$ cat src/rtl/iccm_port_arb.sv
// ICCM port arbiter: programmer image load via a 2-entry write FIFO, then bus pass-through while the core runs.
// Bus grants are combinational (zero latency); programmer words are dropped (sticky ovf_o) only when the FIFO is full and not popping.
module iccm_port_arb #(
    parameter int AW = 12,
    parameter int DW = 32
) (
    input  logic          clk_i,
    input  logic          rst_i,
    input  logic          prog_we_i,
    input  logic [AW-1:0] prog_addr_i,
    input  logic [DW-1:0] prog_wdata_i,
    input  logic          prog_done_i,
    input  logic          bus_req_i,
    input  logic          bus_we_i,
    input  logic [AW-1:0] bus_addr_i,
    input  logic [DW-1:0] bus_wdata_i,
    input  logic [DW-1:0] bus_wmask_i,
    output logic          bus_gnt_o,
    output logic          bus_rvalid_o,
    output logic [DW-1:0] bus_rdata_o,
    output logic          mem_req_o,
    output logic          mem_we_o,
    output logic [AW-1:0] mem_addr_o,
    output logic [DW-1:0] mem_wdata_o,
    output logic [DW-1:0] mem_wmask_o,
    input  logic [DW-1:0] mem_rdata_i,
    input  logic          mem_rvalid_i,
    output logic          core_rst_o,
    output logic [AW:0]   prog_count_o,
    output logic          ovf_o
);

    typedef enum logic [1:0] {LOAD, DRAIN, RUN, QUIESCE} state_t;

    localparam logic [AW:0] PC_MAX = {1'b1, {AW{1'b0}}};

    state_t        state, state_nxt;
    logic [AW-1:0] fifo_addr [2];
    logic [DW-1:0] fifo_data [2];
    logic          rd_ptr, wr_ptr;
    logic [1:0]    fifo_cnt;
    logic          fifo_empty, fifo_full;
    logic          push, pop, drop;
    logic          gnt, rd_acc;
    logic [1:0]    outst;

    assign fifo_empty = (fifo_cnt == 2'd0);
    assign fifo_full  = (fifo_cnt == 2'd2);
    assign pop        = ((state == LOAD) || (state == DRAIN)) && !fifo_empty;
    // A push into a full FIFO still succeeds when the head leaves in the same cycle.
    assign push       = prog_we_i && (!fifo_full || pop);
    assign drop       = prog_we_i && fifo_full && !pop;
    assign rd_acc     = gnt && !bus_we_i;

    always_ff @(posedge clk_i or posedge rst_i) begin
        if (rst_i) begin
            state <= LOAD;
        end else begin
            state <= state_nxt;
        end
    end

    always_comb begin
        state_nxt   = state;
        gnt         = 1'b0;
        core_rst_o  = 1'b0;
        mem_req_o   = 1'b0;
        mem_we_o    = 1'b0;
        mem_addr_o  = '0;
        mem_wdata_o = '0;
        mem_wmask_o = '0;
        case (state)
            LOAD: begin
                core_rst_o = 1'b1;
                if (prog_done_i) state_nxt = DRAIN;
            end
            DRAIN: begin
                core_rst_o = 1'b1;
                if (fifo_empty && !prog_we_i) state_nxt = RUN;
            end
            RUN: begin
                gnt = bus_req_i && fifo_empty && (outst < 2'd2);
                if (prog_we_i) state_nxt = QUIESCE;
            end
            QUIESCE: begin
                if (outst == 2'd0) state_nxt = LOAD;
            end
            default: state_nxt = LOAD;
        endcase
        if (gnt) begin
            mem_req_o   = 1'b1;
            mem_we_o    = bus_we_i;
            mem_addr_o  = bus_addr_i;
            mem_wdata_o = bus_wdata_i;
            mem_wmask_o = bus_wmask_i;
        end else if (pop) begin
            mem_req_o   = 1'b1;
            mem_we_o    = 1'b1;
            mem_addr_o  = fifo_addr[rd_ptr];
            mem_wdata_o = fifo_data[rd_ptr];
            mem_wmask_o = '1;
        end
    end

    always_ff @(posedge clk_i or posedge rst_i) begin
        if (rst_i) begin
            rd_ptr   <= 1'b0;
            wr_ptr   <= 1'b0;
            fifo_cnt <= 2'd0;
        end else begin
            if (push) wr_ptr <= ~wr_ptr;
            if (pop)  rd_ptr <= ~rd_ptr;
            case ({push, pop})
                2'b10:   fifo_cnt <= fifo_cnt + 2'd1;
                2'b01:   fifo_cnt <= fifo_cnt - 2'd1;
                default: fifo_cnt <= fifo_cnt;
            endcase
        end
    end

    always_ff @(posedge clk_i) begin
        if (push) begin
            fifo_addr[wr_ptr] <= prog_addr_i;
            fifo_data[wr_ptr] <= prog_wdata_i;
        end
    end

    always_ff @(posedge clk_i or posedge rst_i) begin
        if (rst_i) begin
            outst <= 2'd0;
        end else if (rd_acc && !mem_rvalid_i) begin
            outst <= outst + 2'd1;
        end else if (!rd_acc && mem_rvalid_i && (outst != 2'd0)) begin
            outst <= outst - 2'd1;
        end
    end

    always_ff @(posedge clk_i or posedge rst_i) begin
        if (rst_i) begin
            prog_count_o <= '0;
            ovf_o        <= 1'b0;
        end else begin
            if (drop) ovf_o <= 1'b1;
            if ((state == QUIESCE) && (state_nxt == LOAD)) begin
                prog_count_o <= '0;
            end else if (pop && (prog_count_o != PC_MAX)) begin
                prog_count_o <= prog_count_o + 1'b1;
            end
        end
    end

    assign bus_gnt_o    = gnt;
    assign bus_rvalid_o = mem_rvalid_i;
    assign bus_rdata_o  = mem_rdata_i;

endmodule

$ cat config.mk
export PLATFORM = sky130hd
export DESIGN_NAME = iccm_port_arb
export DESIGN_NICKNAME = d
export VERILOG_FILES = /design/src/rtl/iccm_port_arb.sv
export SDC_FILE = /design/constraint.sdc
export NUM_CORES = 1
export LEC_CHECK = 0
export CORE_MARGIN = 1.5
export CORE_UTILIZATION = 40
export DETAILED_ROUTE_END_ITERATION = 12
export PLACE_DENSITY = 0.8
export SLEW_MARGIN = 30
export SYNTH_ARGS = -nofsm -noshare
export SYNTH_HDL_FRONTEND = slang
export SYNTH_SLANG_ARGS = --single-unit
$ cat constraint.sdc
create_clock -name clk_i -period 3.6 [get_ports clk_i]
set_input_delay 0.72 -clock clk_i [delete_from_list [all_inputs] [get_ports clk_i]]
set_output_delay 0.72 -clock clk_i [all_outputs]
set_load 0.05 [all_outputs]
== Word level (Yosys, flattened, before mapping) ==
Memory sizes are Yosys's and may differ from the RTL's.
Cells that the tools add are included.

* Register bits after elaboration: 22
* Output and inout bits: 127
* Input bits: 159
* Memories kept: 2
* Memory bits (writable): 88

{| class="wikitable"
|+ Memory list
! memory !! words !! bits a word !! rd ports !! clocked after Yosys merged registers in !! wr ports !! line !! RTL
|-
| fifo_data || 2 || 32 || 1 || 0 || 1 || 39 || <nowiki>logic [DW-1:0] fifo_data [2];</nowiki>
|-
| fifo_addr || 2 || 12 || 1 || 0 || 1 || 38 || <nowiki>logic [AW-1:0] fifo_addr [2];</nowiki>
|}

* Bitwise gates (word level): 2
* Order comparisons: 1
* Reductions and logical operators: 31
* Mux-type cells: 23
* Add/subtract/negate cells: 5
* Equality and inequality tests: 7

{| class="wikitable"
|+ Operators with widths
! cell !! count
|-
| two-way mux 32 bit || 4
|-
| two-way mux 13 bit || 2
|-
| two-way mux 12 bit || 2
|-
| adder 13 x 1 -> 13 bit (second input constant) || 1
|-
| logical AND 1 bit || 13
|-
| inequality test 13 bit (second input constant) || 1
|-
| two-way mux 2 bit || 6
|-
| == test 2 bit (second input constant) || 4
|-
| logical NOT 2 bit || 4
|-
| case mux 2 bit (4 select lines) || 1
|-
| nonzero test 2 bit || 4
|-
| logical NOT 1 bit || 7
|-
| two-way mux 1 bit || 7
|-
| adder 2 x 1 -> 2 bit (second input constant) || 2
|-
| == test 2 x 1 -> 1 bit (second input constant) || 2
|-
| case mux 2 bit (2 select lines) || 1
|-
| subtractor 2 x 1 -> 2 bit (second input constant) || 2
|-
| logical OR 1 bit || 2
|-
| less-than comparator 2 bit (second input constant) || 1
|-
| NOT 1 bit || 2
|-
| OR reduction 2 bit || 1
|}

== Longest topological paths before layout ==
Gate-level depths: netlist of run 1.

* Depth in word-level cells: 10
* Mapped depth: 7
* Gate-level depth less buffers: 6

== Least setup slack after synthesis of run 1 ==
OpenSTA, ideal clock, no wires.

* Kind: input -> register
* Start: input port prog_we_i
* End: memory fifo_addr[0][0] (enable)
* Data required time: 3,154 ps
* Setup slack: 187 ps
* Stages on the path: 3
* Arrival time: 2,967 ps
* Cell sequence: clkbuf_1 > nand2_1 > nor2_1

* Cells in the longest elaborated chain, start to end: 3

{| class="wikitable"
|+ Ends and longest elaborated chain
! item !! line !! RTL
|-
| start, declared || 9 || <nowiki>input logic prog_we_i,</nowiki>
|-
| logical AND 1 bit || 51 || <nowiki>assign push = prog_we_i && (!fifo_full || pop);</nowiki>
|-
| two-way mux 1 bit || 122 || <nowiki>if (push) begin</nowiki>
|-
| two-way mux 1 bit (implied by the code) || 123 || <nowiki>fifo_addr[wr_ptr] <= prog_addr_i;</nowiki>
|-
| end, declared || 38 ||
|}

Every way passes these cells.

== Worst setup path in the final report of run 1 ==
* Start: input port bus_req_i
* End: output port mem_req_o

* Cells in the longest elaborated chain, start to end: 4

{| class="wikitable"
|+ Ends and longest elaborated chain
! item !! line !! RTL
|-
| start, declared || 13 || <nowiki>input logic bus_req_i,</nowiki>
|-
| logical AND 1 bit (2 in a row) || 82 || <nowiki>gnt = bus_req_i && fifo_empty && (outst < 2'd2);</nowiki>
|-
| two-way mux 1 bit || 72 || <nowiki>case (state)</nowiki>
|-
| two-way mux 1 bit || 90 || <nowiki>if (gnt) begin</nowiki>
|-
| end, declared || 21 || <nowiki>output logic mem_req_o,</nowiki>
|}

Every way passes these cells.

==> results.json, run 1 <==
{
  "hold_viol": 0,
  "die_area_sq_um": 14000,
  "grt_use_met3_pct": 6.564,
  "leakage_nw": 3.274,
  "reg2reg_slack_ps": 1740,
  "gr-total-overflow": 0,
  "syn_area_sq_um": 5320,
  "startpoint_type": "primary input",
  "drt_wl_total_mm": 16.09,
  "yosysTopAreaCellShare_pct": 49.67,
  "final_nets": 806,
  "cts_tree": "done",
  "fp.dieH_um": 118.3,
  "drc_errors": 0,
  "synthDistinctLibCells": 39,
  "cp.arrival_ps": 2500,
  "synth_xor_area_share_pct": 1.976,
  "synth_fp_nets": 627,
  "die_width_um": 118.3,
  "max_freq_ghz": 0.3107,
  "fin_setup_tns_ps": 0,
  "vias": 4213,
  "irDropWorstVdd_v": 0.0006822,
  "start_util_pct": 41.65,
  "synth_top_family_by_area": "simple AND/OR/NAND/NOR gates",
  "critical_path_required_ps": 2880,
  "rsz0062_at_grt": "false",
  "synth_top_cells_by_count": "nand2_1, edfxtp_1, o21ai_0, mux2i_1, buf_4",
  "core_sq_um": 12770,
  "cts.sinks": 110,
  "crit_path_end_kind": "output port",
  "drtAntennaViolNets": 0,
  "gp_congestion": 0.8554,
  "cts-resized-gates": 0,
  "area_growth_pct": 59.27,
  "fin_worst_skew_ps": 7.322,
  "worst_pin_slew_ps": 975.5,
  "synthMuxAreaShare_pct": 8.890,
  "cts_hold_buf": 0,
  "cts_max_level": 3,
  "yosys_warnings": 0,
  "yosysMostFrequentCell": "nand2_1",
  "dp_hpwl_mm": 12.07,
  "drive_gt1_share_pct": 16.62,
  "cts_root_buf": "clkbuf_16",
  "critical_path_class": "primary input to output port",
  "port_buffers": 221,
  "relSlewSlack_pct": 34.72,
  "final_cells": 822,
  "busiest_layer": "met2",
  "clk_latency_ps": 340,
  "track_usage_pct": 23.45,
  "routedWlPerCell_um": 19.58,
  "multi_input_area_sq_um": 1697,
  "synth-compound-area-share_pct": 6.867,
  "antenna_found_initial": 0,
  "drt_iter0_markers": 199,
  "cts_buffers": 9,
  "slew_violations": 0,
  "fin_crit_ps": 3219,
  "async_reset_ff_share_pct": 20.00,
  "synth.area.top_cells": "edfxtp_1, dfrtp_1, mux2i_1, nand2_1, buf_4",
  "ys.flop_type": "edfxtp_1",
  "cts_setup_buffers": 0,
  "grt_max_degree": 89,
  "status": "finished clean",
  "min_period_over_period_pct": 89.42,
  "synth-edff-count": 88,
  "ff_latch_area_sq_um": 3194,
  "crit_fanout": 3,
  "yosysTopAreaCell": "edfxtp_1",
  "via_per_inst": 5.125,
  "ioPinCount": 286,
  "fin_hold_ws_ps": 467.6,
  "syn_inst": 466,
  "setup_viol": 0,
  "n_antenna_cell": 0,
  "clk_path_buf_depth": 2,
  "design_area_sq_um": 8473,
  "cap_violations": 0,
  "fin_util_pct": 66.33,
  "placed_area_sq_um": 8214,
  "gr-usage-met1_pct": 24.26,
  "synthAdderAreaFrac_pct": 0.4704,
  "rows": 41,
  "use_met2_pct": 44.51,
  "fillCellCount": 934,
  "hold_class": "register to register",
  "place_inst": 806,
  "grt_pass1_vias": 4505,
  "grt_pass1_wl_mm": 25.26,
  "cts.clk_slew.worst_paths_ps": 70,
  "synth-simple-area-share_pct": 13.52,
  "synth_area_per_cell_sq_um": 11.42,
  "ys_seq_area_share_pct": 60.02,
  "ys_ff_latch": 110,
  "p_per_area_nw_per_um2": 1074,
  "first_pass_iters": 4
}
-- registers in the layout, summed over array words and instances, names as in the netlist --
signal        count
wr_ptr            1
fifo_cnt          2
prog_count_o     13
fifo_data        64
ovf_o             1
fifo_addr        24
rd_ptr            1
state             2
outst             2
-- cells by family after synthesis --
kind of cell	Yosys count
buffers and inverters	71
xor gates and xnor gates	12
AOI/OAI and AO/OA	65
adders and majority gates	2
DFF	110
and+or+nand+nor	160
muxes	46
-- area by class of cell --
type	count	area share (%)
Clock buffer	13	2.835
Clock inverter	3	0.2215
Inverter	12	0.5316
Multi-Input combinational cell	285	20.02
Sequential cell	110	37.70
Tap cell	172	2.540
Timing Repair Buffer	227	36.15
-- layer usage --
metal	vias to the layer above	part of all wire (%)
met3	40	6.7
met4	0	2.8
met5	-	0
li1	1958	-
met1	2025	35
met2	190	56
-- power by group --
part	total, mW	switching, mW	internal [mW]
Combinational	6.35	3.64	2.70
Clock	0.885	0.413	0.471
Sequential	1.87	0.183	1.68
Total	9.10	4.24	4.86
-- path summary, 6_finish.rpt --
kind	start	endpoint	depth (start not counted)
setup reg to reg	fifo_cnt[0]	fifo_data[0][30]	5
setup / recovery	bus_req_i	mem_req_o	5
max in group asynchronous	rst_i	rd_ptr	2
hold / removal	outst[0]	outst[0]	1
min in group asynchronous	rst_i	fifo_cnt[1]	2
hold reg to reg	outst[0]	outst[0]	1
-- worst max-delay path, cell delays in order --
cell and delay (ps):
clkdlybuf4s50_1 480, nor4b_2 190, nand3b_1 170, nand2_1 130, clkdlybuf4s50_1 810
-- cell usage in the layout, fill, tap and decap left out, types with 8 or more instances in the layout --
cell type | Yosys | final
mux2i_1 | 45 | 45
buf_12 | 0 | 80
xnor2_1 | 11 | 11
a21oi_1 | 8 | 8
inv_1 | 11 | 10
nor2_1 | 18 | 17
o21ai_0 | 47 | 47
nand2_1 | 118 | 118
clkbuf_16 | 0 | 9
edfxtp_1 | 88 | 88
clkdlybuf4s50_1 | 0 | 143
dfrtp_1 | 22 | 21
-- metrics by stage --
stage               worst slack, ps  total power, mW
finish                        381.0            9.096
global route                  258.8            9.440
CTS                           371.6            9.192
detailed placement            386.0            8.278
global placement              386.7            8.191
floorplan                     186.9            5.178
Power figures use the tool's default switching activity.
==> run 2, diff against run 1 <==
--- a/config.mk
+++ b/config.mk
@@ -9,6 +9,8 @@
 export CORE_UTILIZATION = 40
 export DETAILED_ROUTE_END_ITERATION = 12
 export PLACE_DENSITY = 0.8
+export SETUP_SLACK_MARGIN = 0.2
+export SKIP_LAST_GASP = 1
 export SLEW_MARGIN = 30
 export SYNTH_ARGS = -nofsm -noshare
 export SYNTH_HDL_FRONTEND = slang
==> results.json, run 2 (same netlist as run 1, synthesis figures left out) <==
{
  "cp.arrival_ps": 2410,
  "cts-resized-gates": 0,
  "drt_iter0_markers": 233,
  "setup_viol": 0,
  "first_pass_iters": 4,
  "critical_path_class": "primary input to output port",
  "ff_latch_area_sq_um": 3194,
  "fin_setup_tns_ps": 0,
  "fin_util_pct": 66.58,
  "startpoint_type": "primary input",
  "cts_setup_buffers": 0,
  "hold_viol": 0,
  "grt_pass1_wl_mm": 24.56,
  "antenna_found_initial": 0,
  "p_per_area_nw_per_um2": 1079,
  "largest_register_ffs": 64,
  "crit_path_end_kind": "output port",
  "port_buffers": 221,
  "irDropWorstVdd_v": 0.0005687,
  "vias": 4138,
  "design_area_sq_um": 8504,
  "fillCellCount": 938,
  "cap_violations": 0,
  "gp_congestion": 0.8439,
  "cts.sinks": 110,
  "p_switching_mw": 4.257,
  "cts_buffers": 9,
  "track_usage_pct": 22.86,
  "drt_wl_total_mm": 15.74,
  "status": "finished clean",
  "placed_area_sq_um": 8219,
  "relSlewSlack_pct": 44.16,
  "hold_class": "register to register",
  "max_freq_ghz": 0.3196,
  "die_area_sq_um": 14000,
  "rows": 41,
  "grt_max_degree": 82,
  "final_nets": 807,
  "grt_pass1_vias": 4485,
  "cts_tree": "done",
  "cts_max_level": 3,
  "fin_crit_ps": 3129,
  "critical_path_required_ps": 2880,
  "fin_hold_ws_ps": 467.1,
  "fp.dieH_um": 118.3,
  "leakage_nw": 3.299,
  "ioPinCount": 286,
  "worst_pin_slew_ps": 836.6,
  "rsz0062_at_grt": "false",
  "clkPwrFrac_pct": 10.3,
  "cts.clk_slew.worst_paths_ps": 70,
  "switching_share_pct": 46.41,
  "start_util_pct": 41.65,
  "drc_errors": 0,
  "area_growth_pct": 59.85,
  "drive_gt1_share_pct": 17.51,
  "clk_latency_ps": 340,
  "slew_violations": 0,
  "via_per_inst": 5.028,
  "drtAntennaViolNets": 0,
  "gr-total-overflow": 0,
  "die_width_um": 118.3,
  "crit_fanout": 81,
  "layout_common_cells": "clkdlybuf4s50_1, nand2_1, edfxtp_1",
  "cts_hold_buf": 0,
  "core_sq_um": 12770,
  "routedWlPerCell_um": 19.12,
  "dp_hpwl_mm": 11.93,
  "combPwrFrac_pct": 69.5,
  "cts_root_buf": "clkbuf_16",
  "multi_input_area_sq_um": 1699,
  "p_int_mw": 4.916,
  "min_period_over_period_pct": 86.91,
  "n_antenna_cell": 0,
  "pwr-share-seq_pct": 20.3,
  "largest_register": "fifo_data",
  "layout_commonest_cell": "clkdlybuf4s50_1",
  "fin_worst_skew_ps": 10.57,
  "clk_path_buf_depth": 2,
  "reg_top3": "fifo_data (64), fifo_addr (24), prog_count_o (13)"
}
run 2: changes by cell type in the layout (fill, tap and decap cells not counted):
cell	delta
inv_1	+1
nor2_1	-1
clkdlybuf4s50_1	-1
clkbuf_2	+2
nor2_2	+1
clkinv_1	-2
clkbuf_1	-2
buf_4	+2
clkbuf_16	+1
run 2: path summary, 6_finish.rpt:
path	startpoint	to	slack (ps)	depth (start not counted)
worst max-delay path	bus_req_i	mem_wdata_o[8]	470	8
worst min-delay path	outst[0]	outst[0]	470	1
worst max register to register	fifo_cnt[1]	prog_count_o[11]	1520	5
worst min register to register	outst[0]	outst[0]	470	1
max in group asynchronous	rst_i	rd_ptr	2180	2
min in group asynchronous	rst_i	prog_count_o[9]	850	2
run 2: worst max-delay path, stage by stage:
cell and delay, ps:
clkdlybuf4s50_1 440, nor4b_2 180, nand3b_1 150, inv_2 100, buf_12 310, nand2_1 110
o21ai_0 180, buf_12 190
run 2: final cells by class:
type / instances / share of cell area (%)
sequential: 110 / 37.56
timing repair buffer: 228 / 36.07
inverter: 12 / 0.5296
tap: 172 / 2.531
clock buffer: 14 / 3.148
clock inverter: 2 / 0.1765
multi-input combinational: 285 / 19.98
run 2: power groups by stage:
stage	clock, mW	combinational, mW	sequential, mW
2_1_floorplan	0	3.29	1.88
3_3_place_gp	0	6.34	1.87
3_5_place_dp	0	6.42	1.89
4_1_cts	0.970	6.44	1.86
5_1_grt	1.02	6.59	1.89
6_report	0.941	6.37	1.86
run 2: metrics by stage:
stage | worst slack, ps | std cells | total power [mW]
global route | 334.9 | 823 | 9.502
finish | 471.1 | 823 | 9.173
floorplan | 879.7 | 466 | 5.176
global placement | 532.2 | 807 | 8.208
CTS | 438.8 | 823 | 9.270
detailed placement | 455.2 | 807 | 8.303
run 2: layer usage:
| metal | vias to the layer above | GRT usage [%] | wire length, um |
|---|---|---|---|
| met3 | 40 | 5.405 | 1015 |
| met1 | 1983 | 24.04 | 5445 |
| met4 | 0 | 9.756 | 542 |
| met2 | 166 | 43.10 | 8732 |
| li1 | 1949 | - | - |
| met5 | - | 0.3676 | 0 |
==> RTL edit: new RTL, config.mk and constraints of run 1 <==
Set the parameter `DW` to 16 (it was 32).
--- a/src/rtl/iccm_port_arb.sv
+++ b/src/rtl/iccm_port_arb.sv
@@ -4,3 +4,3 @@
     parameter int AW = 12,
-    parameter int DW = 32
+    parameter int DW = 16
 ) (
Interface: changed (7 resized); port bits go from 286 to 174. No check against the original RTL was run, so the function may have changed too.
==> RTL edit against run 1 <==
Highest routed layer unchanged. Power decreased by 35%. Via count down 31%. Count of clock-buffer cells in the layout is 4 lower. Fmax rose by 1.2%. Sequential cell count is 32 lower. Sequential share of layout area rose by 0.86 points. Critical endpoint is now mem_addr_o[9]. Largest power group unchanged. Non-clock buffer count down 80. Critical path type unchanged. Register-to-register slack got worse by 0.20 ns. Combinational power fell by 40%. Setup slack better by 0.037 ns. Utilization decreased by 3.1 points. Cell area fell by 32%. Synthesized area shrank 30%. Wire length is 43% lower.
==> RTL edit: results (changes against run 1) <==
metric	value	unit	change
grt_pass1_wl	14.2	mm	was 25.3 mm
yosys-top-cells-count	nand2_1 (70), edfxtp_1 (56), mux2i_1 (29)		was nand2_1 (118), edfxtp_1 (88), o21ai_0 (47)
reg2reg_depth	4		was 5
use_met3	5.48	%	was 6.56%
synth_xor_area_share	2.58	%	was 1.98%
met2_usage	31.4	%	was 44.5%
port_buffers	141		was 221
wirelength	9.12	mm	was 16.1 mm
grt.met1_usage	22.1	%	was 24.3%
syn_nets	426		was 627
timing.critical_path.arrival	2.46	ns	was 2.50 ns
dr.first_iter.drc_count	84		was 199
cpPeakStageDelay	0.46	ns	was 0.81 ns
ir_drop	0.771	mV	was 0.682 mV
synth_edf_count	56		was 88
ys_seq_area_share	59.7	%	was 60.0%
clock_skew	0.0137	ns	was 0.00732 ns
synth_compound_area_share	7.30	%	was 6.87%
synthMuxAreaShare	8.67	%	was 8.89%
timing.rr.start	state[1]$_DFF_PP0_		was fifo_cnt[0]$_DFFE_PP0P_
async_flop_share	28.2	%	was 20.0%
gp_congestion	0.791		was 0.855
vias_per_cell	5.13		about the same
grt.total_usage	18.6	%	was 23.5%
hpwlAfterDp	6.63	mm	was 12.1 mm
max_slew_margin	38.7	%	was 34.7%
p_leak	0.00226	uW	was 0.00327 uW
clock-root-buffer	clkbuf_8		was clkbuf_16
grt_pass1_vias	3000		was 4,505
worstReg2RegEnd	prog_count_o[11]$_DFFE_PP0P_		was fifo_data[0][30]$_DFFE_PP_
cts.clk_slew.worst_paths	0.09	ns	was 0.07 ns
synth_adder_area_share	0.670	%	was 0.470%
status	complete, no violations		unchanged
r2r_slack	1.54	ns	was 1.74 ns
synth.area.top_cells	edfxtp_1 (45%), dfrtp_1 (15%), mux2i_1 (7.8%)		was edfxtp_1 (50%), dfrtp_1 (10%), mux2i_1 (8.5%)
reg_top3	fifo_data: 32 flops, fifo_addr: 24 flops, prog_count_o: 13 flops		was fifo_data: 64 flops, fifo_addr: 24 flops, prog_count_o: 13 flops
## RTL edit: cells by family (layout without fill, tap and decap cells)
family,after synthesis,after routing
AO/OA/AOI/OAI,49,49
flip-flops,78,78
multiplexers,31,31
AND/OR/NAND/NOR,113,113
XOR/XNOR,11,11
adder cells (fa/ha/maj),2,2
buffers and inverters,45,172
## RTL edit: per-layer routing
metal,routed length (um),vias up
met5,0,-
met4,194,0
met3,658,22
met2,4660,112
met1,3610,1390
li1,-,1386
## RTL edit: worst min path at each step
stage / slack [ns] / end / from
floorplan: 0.45 / outst[0]$_DFFE_PP0P_ / outst[0]$_DFFE_PP0P_
CTS: 0.50 / outst[0]$_DFFE_PP0P_ / outst[0]$_DFFE_PP0P_
finish: 0.51 / ovf_o$_DFFE_PP0P_ / ovf_o$_DFFE_PP0P_
global route: 0.52 / outst[0]$_DFFE_PP0P_ / outst[0]$_DFFE_PP0P_
detailed placement: 0.49 / ovf_o$_DFFE_PP0P_ / ovf_o$_DFFE_PP0P_
global placement: 0.46 / ovf_o$_DFFE_PP0P_ / ovf_o$_DFFE_PP0P_
## RTL edit: power by group
group          switching [uW]  internal (uW)  leakage (uW)
Clock                     331            393      0.000106
Combinational            2150           1650       0.00134
Sequential                202           1180      0.000813
## RTL edit: cell type report
class	instances	area share, %
Sequential cell	78	38.6
Timing Repair Buffer	147	33.1
Multi-Input combinational cell	206	21.6
Tap cell	111	2.40
Clock buffer	9	2.14
Clock inverter	6	1.62
Inverter	10	0.648
## RTL edit: stage by stage
stage	total power (uW)	setup WS, ns	hold WS (ns)	util [%]	instances
after global routing	6140	0.297	0.516	63.3	567
after detailed placement	5230	0.469	0.489	60.9	552
after CTS	5960	0.412	0.503	63.3	567
final	5910	0.418	0.506	63.3	567
after global placement	5170	0.496	0.464	60.9	552
after floorplan	3420	0.828	0.451	-	329
